`config.mk`:
```
export PLATFORM = sky130hd
export DESIGN_NAME = hazard_fwd_unit_flat
export DESIGN_NICKNAME = d
export VERILOG_FILES = /design/src/rtl/hazard_pkg.sv /design/src/rtl/hazard_fwd_unit_if.sv /design/src/rtl/hz_shadow_pipe.sv /design/src/rtl/hazard_fwd_unit.sv /design/src/flat_wrapper.sv
export SDC_FILE = /design/constraint.sdc
export NUM_CORES = 1
export LEC_CHECK = 0
export BUFFER_PORTS_ARGS = -buffer_cell sky130_fd_sc_hd__clkbuf_2
export CAP_MARGIN = 20
export CORE_UTILIZATION = 51
export CTS_BUF_LIST = sky130_fd_sc_hd__clkbuf_8
export DETAILED_ROUTE_END_ITERATION = 10
export GPL_ROUTABILITY_DRIVEN = 0
export PLACE_DENSITY_LB_ADDON = 0.25
export REMOVE_ABC_BUFFERS = 1
export SLEW_MARGIN = 20
export SYNTH_ARGS = -nofsm -noshare
export SYNTH_HDL_FRONTEND = slang
export SYNTH_SLANG_ARGS = --single-unit
```
`constraint.sdc`:
```
create_clock -name clk -period 4.1 [get_ports clk]
set_clock_uncertainty 0.1 [all_clocks]
set_input_delay 1.025 -clock clk [delete_from_list [all_inputs] [get_ports clk]]
set_output_delay 1.025 -clock clk [all_outputs]
set_load 0.05 [all_outputs]
```
`src/rtl/hazard_pkg.sv`:
```
// Shared constants and the shadow-entry type for the hazard/forwarding unit.
package hazard_pkg;
    localparam int REG_AW_DEF  = 5;
    localparam int FWD_SEL_RF  = 0;
    localparam int FWD_SEL_MEM = 1;
    localparam int FWD_SEL_WB  = 2;

    typedef struct packed {
        logic [REG_AW_DEF-1:0] rd;
        logic                  we;
        logic                  load;
    } shadow_ent_t;
endpackage

```
`src/rtl/hazard_fwd_unit_if.sv`:
```
// Pipeline-side signal bundle of the hazard/forwarding unit.
interface hazard_fwd_unit_if #(
    parameter int REG_AW     = 5,
    parameter int NUM_SRC    = 2,
    parameter int FWD_STAGES = 2
);
    localparam int SELW = $clog2(FWD_STAGES + 1);

    logic                      ex_valid_i;
    logic [REG_AW-1:0]         ex_rd_i;
    logic                      ex_we_i;
    logic                      ex_load_i;
    logic [NUM_SRC*REG_AW-1:0] ex_rs_i;
    logic [NUM_SRC-1:0]        ex_use_i;
    logic [NUM_SRC*REG_AW-1:0] rr_rs_i;
    logic [NUM_SRC-1:0]        rr_use_i;
    logic                      flush_i;
    logic [NUM_SRC*SELW-1:0]   fwd_sel_o;
    logic [NUM_SRC-1:0]        rr_bypass_o;
    logic                      stall_o;
    logic                      bubble_o;

    modport master (
        output ex_valid_i, ex_rd_i, ex_we_i, ex_load_i, ex_rs_i, ex_use_i,
        output rr_rs_i, rr_use_i, flush_i,
        input  fwd_sel_o, rr_bypass_o, stall_o, bubble_o
    );

    modport slave (
        input  ex_valid_i, ex_rd_i, ex_we_i, ex_load_i, ex_rs_i, ex_use_i,
        input  rr_rs_i, rr_use_i, flush_i,
        output fwd_sel_o, rr_bypass_o, stall_o, bubble_o
    );
endinterface

```
`src/rtl/hz_shadow_pipe.sv`:
```
// Shift register of in-flight register writers; stage 1 is MEM, stage FWD_STAGES is WB.
module hz_shadow_pipe
    import hazard_pkg::*;
#(
    parameter int FWD_STAGES = 2
) (
    input  logic                         clk,
    input  logic                         rst_n,
    input  shadow_ent_t                  cap,
    output shadow_ent_t [FWD_STAGES:1]   stg
);

    always_ff @(posedge clk or negedge rst_n) begin
        if (!rst_n) begin
            stg <= '0;
        end else begin
            stg[1] <= cap;
            for (int k = 2; k <= FWD_STAGES; k++) begin
                stg[k] <= stg[k-1];
            end
        end
    end

endmodule

```
`src/rtl/hazard_fwd_unit.sv`:
```
// Operand forwarding selects for EX, WB write-through for RR, and load-use stall control.
module hazard_fwd_unit
    import hazard_pkg::*;
#(
    parameter int REG_AW     = REG_AW_DEF,
    parameter int NUM_SRC    = 2,
    parameter int FWD_STAGES = 2,
    parameter int LOAD_LAT   = 1
) (
    input  logic          clk,
    input  logic          rst_n,
    hazard_fwd_unit_if.slave bus
);

    localparam int SELW  = $clog2(FWD_STAGES + 1);
    localparam int CNT_W = (LOAD_LAT > 1) ? $clog2(LOAD_LAT) : 1;

    shadow_ent_t                cap;
    shadow_ent_t [FWD_STAGES:1] stg;
    logic [NUM_SRC*SELW-1:0]    fwd;
    logic [NUM_SRC-1:0]         byp;
    logic                       hz;
    logic [CNT_W-1:0]           cnt;
    logic                       stall;

    // Capture at EX -> stage 1; writes to x0 and bubbles never become forwarding sources
    always_comb begin
        cap.rd   = bus.ex_rd_i;
        cap.we   = bus.ex_we_i & bus.ex_valid_i & (bus.ex_rd_i != '0);
        cap.load = bus.ex_load_i;
    end

    hz_shadow_pipe #(.FWD_STAGES(FWD_STAGES)) u_shadow (
        .clk   (clk),
        .rst_n (rst_n),
        .cap   (cap),
        .stg   (stg)
    );

    // Scan oldest to youngest so the youngest matching writer is the last to assign
    always_comb begin
        logic [REG_AW-1:0] rs;
        logic [SELW-1:0]   sel;
        fwd = '0;
        for (int n = 0; n < NUM_SRC; n++) begin
            rs  = bus.ex_rs_i[n*REG_AW +: REG_AW];
            sel = SELW'(FWD_SEL_RF);
            if (bus.ex_use_i[n] && rs != '0) begin
                for (int k = FWD_STAGES; k >= 1; k--) begin
                    if (stg[k].we && stg[k].rd == rs && !(stg[k].load && k <= LOAD_LAT))
                        sel = SELW'(k);
                end
            end
            fwd[n*SELW +: SELW] = sel;
        end
    end

    always_comb begin
        logic [REG_AW-1:0] rs;
        byp = '0;
        for (int n = 0; n < NUM_SRC; n++) begin
            rs     = bus.rr_rs_i[n*REG_AW +: REG_AW];
            byp[n] = bus.rr_use_i[n] && rs != '0 && stg[FWD_STAGES].we &&
                     stg[FWD_STAGES].rd == rs;
        end
    end

    always_comb begin
        hz = 1'b0;
        if (bus.ex_valid_i && bus.ex_load_i && bus.ex_we_i && bus.ex_rd_i != '0) begin
            for (int n = 0; n < NUM_SRC; n++) begin
                if (bus.rr_use_i[n] && bus.rr_rs_i[n*REG_AW +: REG_AW] == bus.ex_rd_i)
                    hz = 1'b1;
            end
        end
    end

    // The first stall cycle comes from hz itself; the counter covers the remaining LOAD_LAT-1
    always_ff @(posedge clk or negedge rst_n) begin
        if (!rst_n) begin
            cnt <= '0;
        end else if (bus.flush_i) begin
            cnt <= '0;
        end else if (hz && cnt == '0) begin
            cnt <= CNT_W'(LOAD_LAT - 1);
        end else if (cnt != '0) begin
            cnt <= cnt - CNT_W'(1);
        end
    end

    assign stall           = ~bus.flush_i & (hz | (cnt != '0));
    assign bus.stall_o     = stall;
    assign bus.bubble_o    = stall & ~bus.flush_i;
    assign bus.fwd_sel_o   = fwd;
    assign bus.rr_bypass_o = byp;

endmodule

```
`src/flat_wrapper.sv`:
```
// flat-port wrapper written by rule: the top's interface ports become plain ports
module hazard_fwd_unit_flat import hazard_pkg::*;
#(
    parameter int REG_AW     = REG_AW_DEF,
    parameter int NUM_SRC    = 2,
    parameter int FWD_STAGES = 2,
    parameter int LOAD_LAT   = 1
)
  (clk, rst_n, bus_ex_valid_i, bus_ex_rd_i, bus_ex_we_i, bus_ex_load_i, bus_ex_rs_i, bus_ex_use_i, bus_rr_rs_i, bus_rr_use_i, bus_flush_i, bus_fwd_sel_o, bus_rr_bypass_o, bus_stall_o, bus_bubble_o);
  hazard_fwd_unit_if #(.REG_AW(REG_AW), .NUM_SRC(NUM_SRC), .FWD_STAGES(FWD_STAGES)) bus_i ();
  input  logic clk;
  input  logic rst_n;
  input wire logic [$bits(bus_i.ex_valid_i)-1:0] bus_ex_valid_i;
  input wire logic [$bits(bus_i.ex_rd_i)-1:0] bus_ex_rd_i;
  input wire logic [$bits(bus_i.ex_we_i)-1:0] bus_ex_we_i;
  input wire logic [$bits(bus_i.ex_load_i)-1:0] bus_ex_load_i;
  input wire logic [$bits(bus_i.ex_rs_i)-1:0] bus_ex_rs_i;
  input wire logic [$bits(bus_i.ex_use_i)-1:0] bus_ex_use_i;
  input wire logic [$bits(bus_i.rr_rs_i)-1:0] bus_rr_rs_i;
  input wire logic [$bits(bus_i.rr_use_i)-1:0] bus_rr_use_i;
  input wire logic [$bits(bus_i.flush_i)-1:0] bus_flush_i;
  output wire logic [$bits(bus_i.fwd_sel_o)-1:0] bus_fwd_sel_o;
  output wire logic [$bits(bus_i.rr_bypass_o)-1:0] bus_rr_bypass_o;
  output wire logic [$bits(bus_i.stall_o)-1:0] bus_stall_o;
  output wire logic [$bits(bus_i.bubble_o)-1:0] bus_bubble_o;
  assign bus_i.ex_valid_i = bus_ex_valid_i;
  assign bus_i.ex_rd_i = bus_ex_rd_i;
  assign bus_i.ex_we_i = bus_ex_we_i;
  assign bus_i.ex_load_i = bus_ex_load_i;
  assign bus_i.ex_rs_i = bus_ex_rs_i;
  assign bus_i.ex_use_i = bus_ex_use_i;
  assign bus_i.rr_rs_i = bus_rr_rs_i;
  assign bus_i.rr_use_i = bus_rr_use_i;
  assign bus_i.flush_i = bus_flush_i;
  assign bus_fwd_sel_o = bus_i.fwd_sel_o;
  assign bus_rr_bypass_o = bus_i.rr_bypass_o;
  assign bus_stall_o = bus_i.stall_o;
  assign bus_bubble_o = bus_i.bubble_o;
  hazard_fwd_unit #(.REG_AW(REG_AW), .NUM_SRC(NUM_SRC), .FWD_STAGES(FWD_STAGES), .LOAD_LAT(LOAD_LAT)) u_core (.clk(clk), .rst_n(rst_n), .bus(bus_i));
endmodule
```
==> out/summary.txt <==
Worst EP arrival: 2.25 ns
Post_cts resized: 0
Ys Warns: 0
Synth area leaders: dfrtp_1 (36%), xnor2_1 (19%), xor2_1 (17%)
Slew @ Worst Pin: 0.289 ns
WL/cell: 13.3 um
Worst-case clock buffer depth: 2
Leakage: 0.000531 uW
Final instance area: 1190 um2
Largest register by flop count: u_core.u_shadow.stg
CP startpoint kind: input pin
Sum Neg Setup Slack: 0 ns
DIE AREA: 1960 um2
Violated checks: DRC
Vias per cell: 5.26
CTS tree: built
Vias: 826
DPL Wire Length: 1840 um
Clock slew at reported path FFs: 0.05 ns
1st-iter DRT viols: 7
DP Worst Slack: 0.711 ns
CTS Buf Count: 3
Die height: 44.3 um
Final hold viol count: 0
Status: complete, but fails checks
GRT Overall Usage: 25.0%
Relative slew slack: 80.6%
Largest fanout on the critical path: 4
Largest area contributor in the netlist: dfrtp_1
H-tree Lvls: 1
Layout area overhead: 30.5%
Worst vdd ir: 0.000366 V
I/O pins: 43
Post-route antenna net violation count: 0
Synthesized area: 911 um2
FMAX: 297 MHz
Synth cell types: 22
Initial cell density of the core: 57.1%
Chip width: 44.3 um
Synth Instances: 88
RSZ-0062 raised after global routing: false
Synth Register Bits: 13
Grt ovf: 0
Worst Path Required: 2.97 ns
Total chip power: 321 uW
Antenna cell count: 0
First-pass GRT wire length: 3680 um
Initial antenna violation count: 0
Setup crit end kind: output pin
Largest net degree at the start of global routing: 14
Final cycle utilization of the critical path: 82.2%
Pwr per Cell Area: 270 nW/um2
Sequential share of the synthesized area: 35.7%
Area share of the largest cell type after synthesis: 35.7%
Max cap viols: 0
Multi-input logic area: 571 um2
Share of post-route cells with drive strength above 1: 35.3%
Final setup viols: 0
Register area: 325 um2
Final worst path period need: 3.37 ns
Final wirelength: 2090 um
Clk root buf: clkbuf_8
Largest register FFs: 13
Final nets: 169
Top Registers: u_core.u_shadow.stg: 13 flops
Setup bufs post-CTS: 0
Vias in the first global route: 828
HP Class: register to register
Post-route setup slack: 0.729 ns
Clock sinks: 13
Pre-antenna DRT Iters: 8
Row count: 14
FILL cells: 122
Mean post-synth cell area: 10.4 um2
Core area: 1590 um2
Hold_buf cts: 0
Worst-Skew Late Latency: 0.23 ns
Critical path class: input pin to output pin
Remaining DRCs: 1
Slew Viols, Final: 0
DP Area: 1140 um2
IO buf count: 42
==> path summary, 6_finish.rpt <==
path / startpoint / endpoint / slack [ns] / cells after the start
setup reg to reg: u_core.u_shadow.stg[3] / u_core.u_shadow.stg[10] / 3.44 / 0
min in group asynchronous: rst_n / u_core.u_shadow.stg[1] / 0.57 / 1
max in group asynchronous: rst_n / u_core.u_shadow.stg[8] / 3.11 / 1
setup / recovery: bus_ex_rd_i[2] / bus_stall_o / 0.73 / 6
hold reg to reg: u_core.u_shadow.stg[1] / u_core.u_shadow.stg[8] / 0.29 / 0
hold / removal: u_core.u_shadow.stg[1] / u_core.u_shadow.stg[8] / 0.29 / 0
==> cells in the final DEF, fill, tap and decap left out, types with 2 or more instances in the layout <==
cell       instances
clkbuf_8           3
inv_1              3
nand3_1            5
xor2_1            18
o21ai_0            3
o2111ai_1          2
nor3_1             2
nand4_1            2
dfrtp_1           13
nor4_1             7
or4_1              2
xnor2_1           20
nor3b_1            2
clkbuf_2          42
==> metal layers <==
metal | up-vias | track usage, % | share of wire, %
li1 | 407 | - | -
met1 | 386 | 33.6 | 43
met2 | 33 | 45.6 | 51
met3 | 0 | 1.63 | 5.1
met4 | 0 | 3.03 | 0
met5 | - | 0 | 0
==> synthesized netlist by cell type (all sizes together) <==
cell	number
nand3	5
inv	2
xnor2	20
nor3b	2
o21a	1
nor4b	1
o2111ai	2
o311a	2
nor3	2
nand2b	1
nor4	7
nand3b	1
buf	1
and3	1
a21oi	1
or4	2
xor2	18
dfrtp	13
o21ai	3
nand4	2
or3	1
==> per-stage QoR <==
stage          hold WS [ns]  instances  util [%]
2_1_floorplan         0.255         87         -
3_3_place_gp          0.272        153      71.7
3_5_place_dp          0.277        153      71.7
4_1_cts               0.287        157      74.6
5_1_grt               0.308        157      74.6
6_report              0.286        157      74.6
==> critical path, stage by stage <==
cell and delay, ns:
clkbuf_2 0.12, xor2_1 0.16, nor4_1 0.30, nand3_1 0.12, a21oi_1 0.21, clkbuf_2 0.31
==> area by class of cell <==
type                    count  area share, %
flip-flops and latches     13           27.4
clock inverters             1          0.316
clock buffers               3           3.47
repair buffers             42           17.7
well taps                  24           2.53
multi-input cells          72           48.0
inverters                   2          0.632
==> cell families (layout without fill, tap and decap cells) <==
logic type | count (synthesis) | after routing | synth area share [%]
AND/OR/NAND/NOR | 25 | 25 | 18.8
buffers and inverters | 3 | 48 | 1.65
flip-flops | 13 | 13 | 35.7
AO/OA/AOI/OAI | 9 | 9 | 7.28
XOR/XNOR | 38 | 38 | 36.5
==> power by group <==
group	internal, uW	switching (uW)
Combinational	36.8	35.7
Sequential	135	9.47
Clock	65.6	38.7
Power figures use the tool's default switching activity.
